--- src/rtl/qpsk_symbol_demod.sv ---
// QPSK symbol demodulator: correlates 16-sample symbols against cos/sin
// references, accumulates I/Q over one symbol and decides the 2-bit symbol.
// Mapping: bit1 = sign of I correlation, bit0 = sign of Q correlation.
module qpsk_symbol_demod #(
  parameter int DATA_W = 10,
  parameter int ACC_W  = 22,
  parameter int THRESH = 20000
) (
  input  logic                     clk,
  input  logic                     rst_n,
  input  logic signed [DATA_W-1:0] sample_in,
  input  logic                     sample_valid,
  input  logic                     frame_start,
  output logic [1:0]               bits_out,
  output logic                     bits_valid,
  output logic signed [ACC_W-1:0]  i_corr,
  output logic signed [ACC_W-1:0]  q_corr,
  output logic                     low_conf
);

  localparam int COEF_W = 8;
  localparam int PROD_W = DATA_W + COEF_W;
  localparam logic signed [ACC_W-1:0] THR = ACC_W'(THRESH);

  // Cosine reference, amplitude 64, one full period over 16 samples.
  function automatic logic signed [COEF_W-1:0] cos_ref(input logic [3:0] k);
    case (k)
      4'd0:    cos_ref = 8'sd64;
      4'd1:    cos_ref = 8'sd59;
      4'd2:    cos_ref = 8'sd45;
      4'd3:    cos_ref = 8'sd24;
      4'd4:    cos_ref = 8'sd0;
      4'd5:    cos_ref = -8'sd24;
      4'd6:    cos_ref = -8'sd45;
      4'd7:    cos_ref = -8'sd59;
      4'd8:    cos_ref = -8'sd64;
      4'd9:    cos_ref = -8'sd59;
      4'd10:   cos_ref = -8'sd45;
      4'd11:   cos_ref = -8'sd24;
      4'd12:   cos_ref = 8'sd0;
      4'd13:   cos_ref = 8'sd24;
      4'd14:   cos_ref = 8'sd45;
      default: cos_ref = 8'sd59;
    endcase
  endfunction

  // Sine is the cosine delayed by a quarter period (4 samples, modulo 16).
  function automatic logic signed [COEF_W-1:0] sin_ref(input logic [3:0] k);
    logic [3:0] ks;
    ks      = k - 4'd4;
    sin_ref = cos_ref(ks);
  endfunction

  // Sign-extend a full-precision product to accumulator width.
  function automatic logic signed [ACC_W-1:0] widen(input logic signed [PROD_W-1:0] p);
    widen = {{(ACC_W-PROD_W){p[PROD_W-1]}}, p};
  endfunction

  // Strictly positive test; a sum of exactly zero decides bit 0.
  function automatic logic positive(input logic signed [ACC_W-1:0] v);
    positive = !v[ACC_W-1] && (v != '0);
  endfunction

  // Magnitude below the confidence threshold.
  function automatic logic below_thresh(input logic signed [ACC_W-1:0] v);
    below_thresh = (v < THR) && (v > -THR);
  endfunction

  logic [3:0]               idx_p0;
  logic signed [ACC_W-1:0]  acc_i_p0;
  logic signed [ACC_W-1:0]  acc_q_p0;

  logic [3:0]               idx_use;
  logic signed [COEF_W-1:0] cref;
  logic signed [COEF_W-1:0] sref;
  logic signed [PROD_W-1:0] samp_ext;
  logic signed [PROD_W-1:0] cos_ext;
  logic signed [PROD_W-1:0] sin_ext;
  logic signed [PROD_W-1:0] prod_i;
  logic signed [PROD_W-1:0] prod_q;
  logic signed [ACC_W-1:0]  base_i;
  logic signed [ACC_W-1:0]  base_q;
  logic signed [ACC_W-1:0]  sum_i;
  logic signed [ACC_W-1:0]  sum_q;
  logic                     last;

  logic [1:0]               bits_p1;
  logic                     vld_p1;
  logic signed [ACC_W-1:0]  i_corr_p1;
  logic signed [ACC_W-1:0]  q_corr_p1;
  logic                     low_conf_p1;

  // Stage 0: reference lookup, products and running sums for the current sample.
  // A frame_start sample is treated as index 0 and replaces the partial sums.
  always_comb begin
    idx_use  = frame_start ? 4'd0 : idx_p0;
    cref     = cos_ref(idx_use);
    sref     = sin_ref(idx_use);
    samp_ext = {{COEF_W{sample_in[DATA_W-1]}}, sample_in};
    cos_ext  = {{DATA_W{cref[COEF_W-1]}}, cref};
    sin_ext  = {{DATA_W{sref[COEF_W-1]}}, sref};
    prod_i   = samp_ext * cos_ext;
    prod_q   = samp_ext * sin_ext;
    base_i   = frame_start ? '0 : acc_i_p0;
    base_q   = frame_start ? '0 : acc_q_p0;
    sum_i    = base_i + widen(prod_i);
    sum_q    = base_q + widen(prod_q);
    last     = sample_valid && !frame_start && (idx_p0 == 4'hF);
  end

  // Stage 1: accumulate, and on the 16th sample publish the decision and restart.
  always_ff @(posedge clk or negedge rst_n) begin
    if (!rst_n) begin
      idx_p0      <= 4'd0;
      acc_i_p0    <= '0;
      acc_q_p0    <= '0;
      vld_p1      <= 1'b0;
      bits_p1     <= 2'b00;
      i_corr_p1   <= '0;
      q_corr_p1   <= '0;
      low_conf_p1 <= 1'b0;
    end else begin
      vld_p1 <= 1'b0;
      if (sample_valid) begin
        idx_p0 <= idx_use + 4'd1;
        if (last) begin
          acc_i_p0    <= '0;
          acc_q_p0    <= '0;
          vld_p1      <= 1'b1;
          bits_p1     <= {positive(sum_i), positive(sum_q)};
          i_corr_p1   <= sum_i;
          q_corr_p1   <= sum_q;
          low_conf_p1 <= below_thresh(sum_i) || below_thresh(sum_q);
        end else begin
          acc_i_p0 <= sum_i;
          acc_q_p0 <= sum_q;
        end
      end
    end
  end

  assign bits_out   = bits_p1;
  assign bits_valid = vld_p1;
  assign i_corr     = i_corr_p1;
  assign q_corr     = q_corr_p1;
  assign low_conf   = low_conf_p1;

endmodule

--- config.mk ---
export PLATFORM = sky130hd
export DESIGN_NAME = qpsk_symbol_demod
export DESIGN_NICKNAME = d
export VERILOG_FILES = /design/src/rtl/qpsk_symbol_demod.sv
export SDC_FILE = /design/constraint.sdc
export NUM_CORES = 1
export LEC_CHECK = 0
export CORE_ASPECT_RATIO = 1.1
export CORE_MARGIN = 1
export CORE_UTILIZATION = 40
export DETAILED_ROUTE_END_ITERATION = 6
export GPL_ROUTABILITY_DRIVEN = 0
export GPL_TIMING_DRIVEN = 1
export SLEW_MARGIN = 20
export SYNTH_ARGS = -nofsm -noshare
export SYNTH_HDL_FRONTEND = slang
export SYNTH_SLANG_ARGS = --single-unit
--- constraint.sdc ---
create_clock -name clk -period 22.6 [get_ports clk]
set_input_delay 2.26 -clock clk [delete_from_list [all_inputs] [get_ports clk]]
set_output_delay 2.26 -clock clk [all_outputs]
set_load 0.01 [all_outputs]
# Word-level counts from Yosys, hierarchy flattened
# Memories as Yosys holds them, arrays and structs flattened.
# Cells that the tools add are included.
[word_totals] reg_bits=96 romBits=256 inputBits=14 out_inout_bits=48 word_cells=41 mem_count=2
[op_classes] add_sub_neg=4 n_mul=2 order_cmp=4 n_eq_ne=1 n_mux=7 n_reduce_logical=13
[memory_table] name="(name not given)" words=16 width=8 read_ports=1 rd_ports_with_merged_regs=0 write_ports=0 line="27" source="case (k)"
[memory_table] name="(name not given)" words=16 width=8 read_ports=1 rd_ports_with_merged_regs=0 write_ports=0 line="27"
[op_table] op="$mux W22" n=4
[op_table] op="$add A22 B18 Y22" n=2
[op_table] op="$gt A22 B16 Y1 const B" n=2
[op_table] op="$lt A22 B16 Y1 const B" n=2
[op_table] op="$reduce_bool A22 Y1" n=2
[op_table] op="$mul A10 B8 Y18" n=2
[op_table] op="$logic_and A1 B1 Y1" n=6
[op_table] op="$add A4 B1 Y4 const B" n=1
[op_table] op="$eq A4 B4 Y1 const B" n=1
[op_table] op="$mux W4" n=1
[op_table] op="$sub A4 B3 Y4 const B" n=1
[op_table] op="$logic_not A1 Y1" n=3
[op_table] op="$mux W1" n=2
[op_table] op="$reduce_and A2 Y1" n=1
[op_table] op="$logic_or A1 B1 Y1" n=1

# Depth between registers and ports, before layout
# An unclocked memory read counts as a cell.
[logic_depth] ltp_word=8 mapped_depth=27 depth_no_buf=26

# Worst setup path after synthesis
# OpenSTA, ideal clock, no wires.
[synth_timing] kind="input port to flip-flop" startpoint="input frame_start" endpoint="register low_conf_p1, in the netlist low_conf" setup_ns=0.088 arrival_ns=9.381 required_ns=22.512 path_slack_ns=13.131 path_stages=21 path_buffers=1 path_cell_list="clkbuf_1 nand2b_1 ha_1 inv_1 a21oi_1 nor3_1 inv_1 fa_1 inv_1 fa_1 fa_1 fa_1 ha_1 ha_1 and3_1 a221oi_2 a221oi_1 o311ai_1 nand2_1 or4b_1 a41oi_1"
[synth_between] elab_chain_len=8 word_cells_on_any_way=21 classes_between="3 x add/sub; 2 x mul; 4 x order compare; 3 x mux; 7 x reduce/logical; 2 x memory"
[synth_rtl] element="start: declaration" line="13" source="input logic frame_start,"
[synth_rtl] element="$mux W4" line="96" source="idx_use = frame_start ? 4'd0 : idx_p0;"
[synth_rtl] element="$sub A4 B3 Y4" line="50" source="ks = k - 4'd4;"
[synth_rtl] element="$mem_v2 Z16 W8"
[synth_rtl] element="$mul A10 B8 Y18" line="103" source="prod_q = samp_ext * sin_ext;"
[synth_rtl] element="$add A22 B18 Y22" line="107" source="sum_q = base_q + widen(prod_q);"
[synth_rtl] element="$lt A22 B16 Y1 / $gt A22 B16 Y1 (equally long branches)" line="66" source="below_thresh = (v < THR) && (v > -THR);"
[synth_rtl] element="$logic_and A1 B1 Y1" line="66"
[synth_rtl] element="$logic_or A1 B1 Y1" line="133" source="low_conf_p1 <= below_thresh(sum_i) || below_thresh(sum_q);"
[synth_rtl] element="end signal: assignment" line="133"
[synth_rtl] element="end: declaration" line="91" source="logic low_conf_p1;"
# Parallel ways exist; a longest one is shown, timed or not.
# A chain may end at the register's enable or synchronous reset.

# Worst setup path after layout
# Same ends and word-level chain as after synthesis.

==> out/metrics.cfg <==
[run_status]
status=completed

[synth]
yosysWarnings=0
synth.top_cells.by_area=fa_1 (32%), dfrtp_1 (19%), ha_1 (10%)
syn_avg_cell_area_um2=9.26
ys_async_sr_fraction_pct=100
yosysUniqueCellTypes=68
syn_nets=1702
ys_ff_latch=96
yosysSeqAreaShare_pct=18.8
synthesis.area_um2=12800
synth_top_area_share_pct=32.1
synth_edf_count=0
synth_top_area_cell=fa_1
synth-main-ff-cell=dfrtp_1
synthCells=1381

[sta]
tns_ps=0
setup_viol=0
tightest_slew_ps=1010
whs_ps=482
post-route-period-util_pct=43.0
clock.fmax_ghz=0.103
fin_skew_ps=9.79
rsz0062_at_grt=false
hold_viol=0
slew_violations=0
slew_headroom_pct=31.9
layout_min_cycle_time_ps=9710

[clock_tree]
cts_sinks=96
cts-htree-levels=3
postCtsSetupBuffers=0
numCtsBuffers=9
cts_resized=0
cts_hold_buf=0
clock_path_buffers=2
clk_latency_ps=360
clk_pin_slew_ps=70
root_buffer=clkbuf_16
cts_tree=built

[cells_and_area]
area_growth_pct=10.5
fillCellCount=3045
mostFrequentLayoutCells=inv_1 (239), fa_1 (205), nand2_1 (156), ha_1 (102), dfrtp_1 (96)
drive_gt1_share_pct=3.60
insertedDiodeCount=0
final_common_cell=inv_1
fin_cells=1838
nets=1734

[worst_hold_path]
holdPathStages=2
hp-class=flip-flop to flip-flop
min_from=i_corr[2]
hold_path_end=i_corr[2]

[grt]
grt_overflow=0
grt_pass1_vias=9991
track_usage_pct=20.5
grt_max_degree=90
grt_pass1_wl_um=53500
antenna_found_initial=0

[flow_run]
cap_violations=0

[detailed_routing]
drtPass1Iterations=5
ant_nets=0
drtIter0Drc=471
route.detailed.drc=0
routedWlPerCell_um=17.1
viasPerCell=5.13
drt_wl_total_um=31400
vias=9437

[setup_path]
worstSetupPathType=input pin to flip-flop
worst_ep_required_time_ps=22870
arrival_ps=9980
crit_path_end_kind=flip-flop
start_kind=input pin
r2r_slack_ps=14480
crit-reg2reg-launch=idx_p0[1]
rr_endpoint=low_conf
worst-r2r-cell-count=24
worstPathMaxFanout=11

[floorplanning]
initial_core_util_pct=40.7
ios=62
die_w_um=173
core_area_um2=31400
die_y_um=190
rows=68
die-area_um2=32700

[placed_design]
dp_cells=1822
dp_hpwl_um=24400
port_buffers=61

worst max path at each step:
stage	start	end	slack (ps)	cells past startpoint
after global placement	frame_start	low_conf	12670	23
final	frame_start	low_conf	12890	24
after floorplan	frame_start	low_conf	13130	21
after global routing	frame_start	low_conf	12510	24
after CTS	frame_start	low_conf	12830	24
after detailed placement	frame_start	low_conf	12480	24
synth_stat cells, drive strengths merged, types with 10 or more instances:
cell type,n
inv,239
fa,205
nand2,156
ha,102
dfrtp,96
nor2,79
and2,63
o21ai,62
clkbuf,46
a21oi,34
o22ai,33
xnor2,28
nand3,27
xor2,25
nand2b,24
nor3,22
a21o,17
nor2b,17
o211ai,10
stage by stage:
stage          area (um2)  setup slack [ps]  util, %
2_1_floorplan       12800             13130        -
3_3_place_gp        13800             12670     44.0
3_5_place_dp        13800             12480     44.0
4_1_cts             14100             12830     45.0
5_1_grt             14100             12510     45.0
6_report            14100             12890     45.0
critical path, cell delays in order:
cell	delay, ps
buf_2	210
nand2b_1	280
ha_1	260
inv_1	70
o21ai_0	200
buf_4	230
inv_1	90
nor2_1	660
nand2b_1	220
fa_1	460
fa_1	490
inv_1	60
fa_1	540
fa_1	540
fa_1	500
ha_1	360
and3_1	210
a221oi_2	390
a22o_1	210
a211oi_1	90
o31ai_1	630
nand4_1	210
or4b_1	600
a41oi_1	190
per-layer routing:
layer,share of wire (%),track usage [%]
met3,4.1,2.42
met1,51,31.2
met5,0,0
met2,44,31.3
met4,1.4,3.95
layout make-up:
cell class / instances / area [um2] / area share (%)
clock buffer: 9 / 225 / 1.59
multi-input combinational: 994 / 9290 / 65.7
timing repair buffer: 73 / 688 / 4.87
clock inverter: 7 / 101 / 0.717
inverter: 239 / 897 / 6.35
tap: 420 / 526 / 3.72
sequential: 96 / 2400 / 17.0
flip-flops by register name, summed over array words and instances (netlist names):
register	count
bits_out	2
q_corr	22
bits_valid	1
acc_i_p0	22
idx_p0	4
low_conf	1
acc_q_p0	22
i_corr	22
logic make-up after synthesis:
logic type      Yosys count  share of synthesized area [%]
mux                       4                          0.323
fa+ha+maj               307                           42.1
buf+inv                 291                           8.67
xor+xnor                 53                           3.63
compound gates          215                           11.1
simple gates            415                           15.4
flops                    96                           18.8
Power is not shown: default switching activity piles up to over one toggle a cycle in this logic, so the estimate is an artifact.
